===== src/rtl/morse_pkg.sv =====
// Shared types and defaults for the Morse key decoder and the downstream
// character lookup ROM (which consumes the symbol length/pattern widths).
package morse_pkg;

   typedef enum logic [1:0] {
      ST_IDLE  = 2'd0,
      ST_PRESS = 2'd1,
      ST_GAP   = 2'd2
   } state_e;

   // Default timing, in half-second ticks
   localparam int DASH_TICKS_DEF       = 2;
   localparam int LETTER_GAP_TICKS_DEF = 3;
   localparam int WORD_GAP_TICKS_DEF   = 7;
   localparam int MAX_ELEMS_DEF        = 5;

   // Symbol interface widths shared with the character lookup ROM
   localparam int SYM_LEN_W  = 3;
   localparam int SYM_BITS_W = MAX_ELEMS_DEF;

   // Press/gap tick counters
   localparam int TICK_W = 4;

   // Saturating increment: counters stick at all-ones instead of wrapping
   function automatic logic [TICK_W-1:0] sat_inc(input logic [TICK_W-1:0] v);
      return (v == '1) ? v : v + 1'b1;
   endfunction

endpackage


===== src/rtl/key_sync.sv =====
// Two-flop synchronizer plus edge register for a raw front-panel input.
// No debounce: every synchronized transition yields a one-cycle pulse.
module key_sync (
   input  logic clk_i,
   input  logic rst_ni,
   input  logic key_i,
   output logic level_o,
   output logic rise_o,
   output logic fall_o
);

   logic sync1_q, sync2_q, prev_q;

   // Synchronize the asynchronous key and keep one cycle of history
   always_ff @(posedge clk_i or negedge rst_ni) begin
      if (!rst_ni) begin
         sync1_q <= 1'b0;
         sync2_q <= 1'b0;
         prev_q  <= 1'b0;
      end else begin
         sync1_q <= key_i;
         sync2_q <= sync1_q;
         prev_q  <= sync2_q;
      end
   end

   assign level_o = sync2_q;
   assign rise_o  = sync2_q & ~prev_q;
   assign fall_o  = ~sync2_q & prev_q;

endmodule


===== src/rtl/morse_key_decoder.sv =====
// Morse key decoder: times presses/releases in half-second ticks, builds
// a dot/dash pattern per letter and emits letter and word-space events.
module morse_key_decoder
   import morse_pkg::*;
#(
   parameter int DASH_TICKS       = DASH_TICKS_DEF,
   parameter int LETTER_GAP_TICKS = LETTER_GAP_TICKS_DEF,
   parameter int WORD_GAP_TICKS   = WORD_GAP_TICKS_DEF,
   parameter int MAX_ELEMS        = MAX_ELEMS_DEF
) (
   input  logic                 iCLK,
   input  logic                 iRST_n,
   input  logic [3:0]           iHalfSec,
   input  logic                 iKey,
   output logic                 oSymValid,
   output logic [SYM_LEN_W-1:0] oSymLen,
   output logic [MAX_ELEMS-1:0] oSymBits,
   output logic                 oSymErr,
   output logic                 oSpace,
   output logic                 oKeyDown
);

   localparam logic [TICK_W-1:0]    DASH_T   = TICK_W'(DASH_TICKS);
   localparam logic [TICK_W-1:0]    LETTER_T = TICK_W'(LETTER_GAP_TICKS);
   localparam logic [TICK_W-1:0]    WORD_T   = TICK_W'(WORD_GAP_TICKS);
   localparam logic [SYM_LEN_W-1:0] MAX_E    = SYM_LEN_W'(MAX_ELEMS);

   logic key_rise, key_fall;

   key_sync u_key_sync (
      .clk_i   (iCLK),
      .rst_ni  (iRST_n),
      .key_i   (iKey),
      .level_o (oKeyDown),
      .rise_o  (key_rise),
      .fall_o  (key_fall)
   );

   state_e                 state_q, state_d;
   logic [3:0]             hs_prev_q;
   logic [TICK_W-1:0]      press_q, press_d;
   logic [TICK_W-1:0]      gap_q, gap_d;
   logic [SYM_LEN_W-1:0]   cnt_q, cnt_d;
   logic [MAX_ELEMS-1:0]   pat_q, pat_d;
   logic                   err_q, err_d;
   logic                   sym_valid_q, sym_valid_d;
   logic [SYM_LEN_W-1:0]   sym_len_q, sym_len_d;
   logic [MAX_ELEMS-1:0]   sym_bits_q, sym_bits_d;
   logic                   sym_err_q, sym_err_d;
   logic                   space_q, space_d;

   logic                   tick;
   logic [TICK_W-1:0]      press_eff;
   logic [TICK_W-1:0]      gap_inc;

   // Any change of the half-second counter (including 15->0 or a jump) is one tick
   assign tick      = (iHalfSec != hs_prev_q);
   // Press length as of this cycle, counting a tick that lands with the release
   assign press_eff = tick ? sat_inc(press_q) : press_q;
   assign gap_inc   = sat_inc(gap_q);

   // Next-state logic: element timing, letter assembly, gap events
   always_comb begin
      state_d     = state_q;
      press_d     = press_q;
      gap_d       = gap_q;
      cnt_d       = cnt_q;
      pat_d       = pat_q;
      err_d       = err_q;
      sym_valid_d = 1'b0;
      space_d     = 1'b0;
      sym_len_d   = sym_len_q;
      sym_bits_d  = sym_bits_q;
      sym_err_d   = sym_err_q;

      case (state_q)
         ST_IDLE: begin
            if (key_rise) begin
               state_d = ST_PRESS;
               press_d = '0;
               cnt_d   = '0;
               pat_d   = '0;
               err_d   = 1'b0;
            end
         end

         ST_PRESS: begin
            press_d = press_eff;
            if (key_fall) begin
               state_d = ST_GAP;
               gap_d   = '0;
               if (cnt_q < MAX_E) begin
                  pat_d[cnt_q] = (press_eff >= DASH_T);
                  cnt_d        = cnt_q + 1'b1;
               end else begin
                  // Overlong letter: keep the first MAX_ELEMS, flag it
                  err_d = 1'b1;
               end
            end
         end

         ST_GAP: begin
            if (key_rise) begin
               // New element of the same letter; a coincident tick is dropped
               state_d = ST_PRESS;
               press_d = '0;
            end else if (tick) begin
               gap_d = gap_inc;
               if (gap_inc == LETTER_T && cnt_q != '0) begin
                  sym_valid_d = 1'b1;
                  sym_len_d   = cnt_q;
                  sym_bits_d  = pat_q;
                  sym_err_d   = err_q;
                  cnt_d       = '0;
                  pat_d       = '0;
                  err_d       = 1'b0;
               end
               if (gap_inc == WORD_T) begin
                  space_d = 1'b1;
                  state_d = ST_IDLE;
               end
            end
         end

         default: state_d = ST_IDLE;
      endcase
   end

   // State, counters and registered event outputs
   always_ff @(posedge iCLK or negedge iRST_n) begin
      if (!iRST_n) begin
         state_q     <= ST_IDLE;
         hs_prev_q   <= '0;
         press_q     <= '0;
         gap_q       <= '0;
         cnt_q       <= '0;
         pat_q       <= '0;
         err_q       <= 1'b0;
         sym_valid_q <= 1'b0;
         sym_len_q   <= '0;
         sym_bits_q  <= '0;
         sym_err_q   <= 1'b0;
         space_q     <= 1'b0;
      end else begin
         state_q     <= state_d;
         hs_prev_q   <= iHalfSec;
         press_q     <= press_d;
         gap_q       <= gap_d;
         cnt_q       <= cnt_d;
         pat_q       <= pat_d;
         err_q       <= err_d;
         sym_valid_q <= sym_valid_d;
         sym_len_q   <= sym_len_d;
         sym_bits_q  <= sym_bits_d;
         sym_err_q   <= sym_err_d;
         space_q     <= space_d;
      end
   end

   assign oSymValid = sym_valid_q;
   assign oSymLen   = sym_len_q;
   assign oSymBits  = sym_bits_q;
   assign oSymErr   = sym_err_q;
   assign oSpace    = space_q;

endmodule


===== config.mk =====
export PLATFORM = sky130hd
export DESIGN_NAME = morse_key_decoder
export DESIGN_NICKNAME = d
export VERILOG_FILES = /design/src/rtl/morse_pkg.sv /design/src/rtl/key_sync.sv /design/src/rtl/morse_key_decoder.sv
export SDC_FILE = /design/constraint.sdc
export NUM_CORES = 1
export LEC_CHECK = 0
export ABC_AREA = 1
export CORE_MARGIN = 4
export CORE_UTILIZATION = 48
export DETAILED_ROUTE_END_ITERATION = 10
export GPL_TIMING_DRIVEN = 0
export PLACE_DENSITY_LB_ADDON = 0.25
export SKIP_CTS_REPAIR_TIMING = 1
export SLEW_MARGIN = 10
export SYNTH_ARGS = -nofsm -noshare
export SYNTH_HDL_FRONTEND = slang
export SYNTH_SLANG_ARGS = --single-unit

===== constraint.sdc =====
create_clock -name iCLK -period 4.1 [get_ports iCLK]
set_input_delay 0.82 -clock iCLK [delete_from_list [all_inputs] [get_ports iCLK]]
set_output_delay 0.82 -clock iCLK [all_outputs]
set_load 0.02 [all_outputs]

==> results.toml <==
[run_status]
outcome = "completed"

[clock_network]
tritoncts.num_buffers = 5
cts_tree = "yes"
clock_tree.htree_level_count = 2
tritoncts_sink_count = 37
clock_path_buffers = 2
clk_pin_slew_worst_paths_ns = 0.07
clk-insertion-delay-late_ns = 0.29
clockRootBuffer = "clkbuf_8"

[worst_setup_path]
crit_reg_reg_startpoint = "gap_q[0]"
crit_path_top_delay_cell = "clkdlybuf4s50_1"
critical_path.most_common_cell = "nand2_1"
cp_data_arrival_time_ns = 2.46
cp-end-kind = "flop"
reg2reg_depth = 12
regToRegEndpoint = "oSymBits[3]"
path_class = "input pin to flop"
worst-r2r-setup-slack_ns = 2.20
critical_path.max_stage_delay_ns = 0.50
crit_path_cell_trace = "clkdlybuf4s50_1, inv_1, nand2_1, nand2_1, nor2_2, nand2_2, nand2_1, nand2_1, nand2_1, nand2_1, nand2_1, o21ai_1"
startpoint_type = "input pin"
cp.required_ns = 4.28
crit_path_max_fanout = 7

[sta]
finalSetupTns_ns = 0
skew_ns = 0.00404
maximum_clock_frequency_ghz = 0.439
timing_hold_violations_final = 0
rsz0062_at_grt = "no"
finalWorstPathRequiredPeriod_ns = 2.28
timing.slew.headroom = 0.684
maxSlewViolCount = 0
worstMarginPinSlew_ns = 0.474
period_share = 0.556
report.final.setup_viol = 0

[place]
cell_area_after_placement_mm2 = 0.00218
dp_hpwl_um = 2690
finalWeightedCongestion = 0.871
port_buffers = 18

[grt]
grt_first_pass_wirelength_um = 6640
grt_pass1_vias = 1538
overflow_after_grt = 0
grt_max_degree = 20
global_route.usage.total = 0.163
number_of_antenna_violations_at_the_first_check_in_global_routing = 0

[synth]
syn_area_cell_um2 = 7.87
syn_inst_count = 244
synthesis.area_mm2 = 0.00192
post_synthesis_sequential_element_count = 37
synth_top_cell_by_area = "dfrtp_1"
post-synth-top-area-fraction = 0.482
synth.distinct_cells = 26
seq_area_frac_synth = 0.482
synth.area.top_cells = "dfrtp_1, nand2_1, inv_1"
synthesized_nets = 255
yosysWarnings = 0

[job]
drv_cap = 0

[cells_and_area]
design.final.nets = 281
n_antenna_cell = 0
postLayoutCellArea_mm2 = 0.00229
layout-area-overhead-vs-synth_pct = 19.1
layout-drive-gt1-share = 0.137

[power]
power_leakage_nw = 1.16
pwr_density_cell_mw_per_mm2 = 587
vdd.ir_drop.worst_mv = 0.310

[hold_path]
hold_path_depth = 0
min_delay_worst_endpoint = "u_key_sync.level_o"
min-delay-path-class = "flop to flop"
min-delay-start = "u_key_sync.sync1_q"

[route]
post_drt_via_cell_ratio = 5.04
wl_per_cell_um = 11.1
detail_route.wirelength_um = 3540
routed-via-count = 1603
dr.first_iter.drc_count = 100
drt_pass1_iterations = 4
post-route-drc-count = 0
post_detailed_route_count_of_antenna_violating_nets = 0

[floorplanning]
dieHeight_um = 71.2
core_mm2 = 0.00377
initial_utilization = 0.509
floorplan.die_area_mm2 = 0.00507
die_w_um = 71.2
rows = 22
boundaryPins = 19
[power breakdown]
group / leakage (nW) / switching, mW / internal [mW]
logic: 0.621 / 0.333 / 0.201
registers: 0.490 / 0.0660 / 0.439
clock network: 0.0540 / 0.125 / 0.177
[metrics by stage]
stage	hold slack, ns	instances	utilization	total power [mW]	worst slack [ns]
5_1_grt	0.376	318	0.606	1.47	1.61
4_1_cts	0.364	318	0.606	1.36	1.82
6_report	0.357	318	0.606	1.34	1.82
3_5_place_dp	0.343	311	0.579	1.05	1.50
3_3_place_gp	0.333	310	0.573	1.03	1.34
2_1_floorplan	0.331	244	-	0.904	2.30
[synth_stat cells (all sizes together)]
master and instances:
nor3b 1, nand4 2, nand3 23, o21ai 23
nand3b 1, buf 2, dfrtp 37, o22ai 4
or2 3, nor3 4, inv 33, ha 4
xor2 1, nor2 20, a21oi 5, nand2 81
[flip-flops by register name, indices dropped and copies added (netlist names)]
signal and flops:
oSymValid 1, u_key_sync.prev_q 1, err_q 1, oSymBits 5
state_q 2, u_key_sync.sync1_q 1, hs_prev_q 4, cnt_q 3
pat_q 5, oSpace 1, oSymErr 1, oSymLen 3
u_key_sync.level_o 1, press_q 4, gap_q 4
[worst max-delay path, delay by kind of cell]
family / cells / cell delay (ns)
AOI/OAI and AO/OA: 1 / 0.07
buffers and inverters: 2 / 0.55
and+or+nand+nor: 9 / 1.01
[per-layer routing]
metal | track usage | share of wire
met5 | 0 | 0
met3 | 0.0351 | 0.037
met1 | 0.222 | 0.49
met2 | 0.254 | 0.45
met4 | 0.0626 | 0.020
[worst max path at each step]
stage | from | end | slack, ns | cells past startpoint
2_1_floorplan | iHalfSec[1] | pat_q[1] | 2.30 | 11
3_3_place_gp | iRST_n | oSymBits[4] | 1.34 | 1
3_5_place_dp | iHalfSec[1] | pat_q[1] | 1.50 | 12
4_1_cts | iHalfSec[1] | pat_q[1] | 1.82 | 12
5_1_grt | iHalfSec[1] | pat_q[4] | 1.61 | 12
6_report | iHalfSec[1] | pat_q[1] | 1.82 | 12
[area by class of cell]
class	count	area (um2)
Fill cell	368	1490
Buffer	2	16.3
Sequential cell	37	926
Multi-Input combinational cell	172	853
Timing Repair Buffer	19	203
Clock buffer	5	68.8
Clock inverter	2	35.0
Tap cell	48	60.1
Inverter	33	124
[cells by family (layout without fill, tap and decap cells)]
group,count (synthesis),count (layout),share of synthesized area
AOI/OAI and AO/OA,32,32,0.0958
xor gates and xnor gates,1,1,0.00456
adders and majority gates,4,4,0.0261
buffers and inverters,35,61,0.0730
DFF,37,37,0.482
and+or+nand+nor,135,135,0.318
[cells in the final DEF, fill, tap and decap left out]
master	synthesis	layout
nand2_1	73	73
dfrtp_1	37	37
inv_1	30	30
nand3_1	22	22
clkdlybuf4s50_1	0	17
nor2_1	14	14
o21ai_0	13	13
nand2_2	7	7
o21ai_1	6	6
nor2_2	5	5
clkbuf_8	0	5
a21oi_1	4	4
nor3_1	4	4
o21ai_2	4	4
o22ai_1	4	4
ha_1	4	4
inv_2	3	3
or2_2	3	3
buf_2	1	2
nand4_1	2	2
nand3_2	1	1
a21oi_2	1	1
buf_6	1	1
nor2_4	1	1
nand2_4	1	1
nand3b_1	1	1
nor3b_1	1	1
xor2_1	1	1
clkinv_2	0	1
bufinv_16	0	1
buf_16	0	1
No activity file was read; power rests on OpenSTA's default activity.
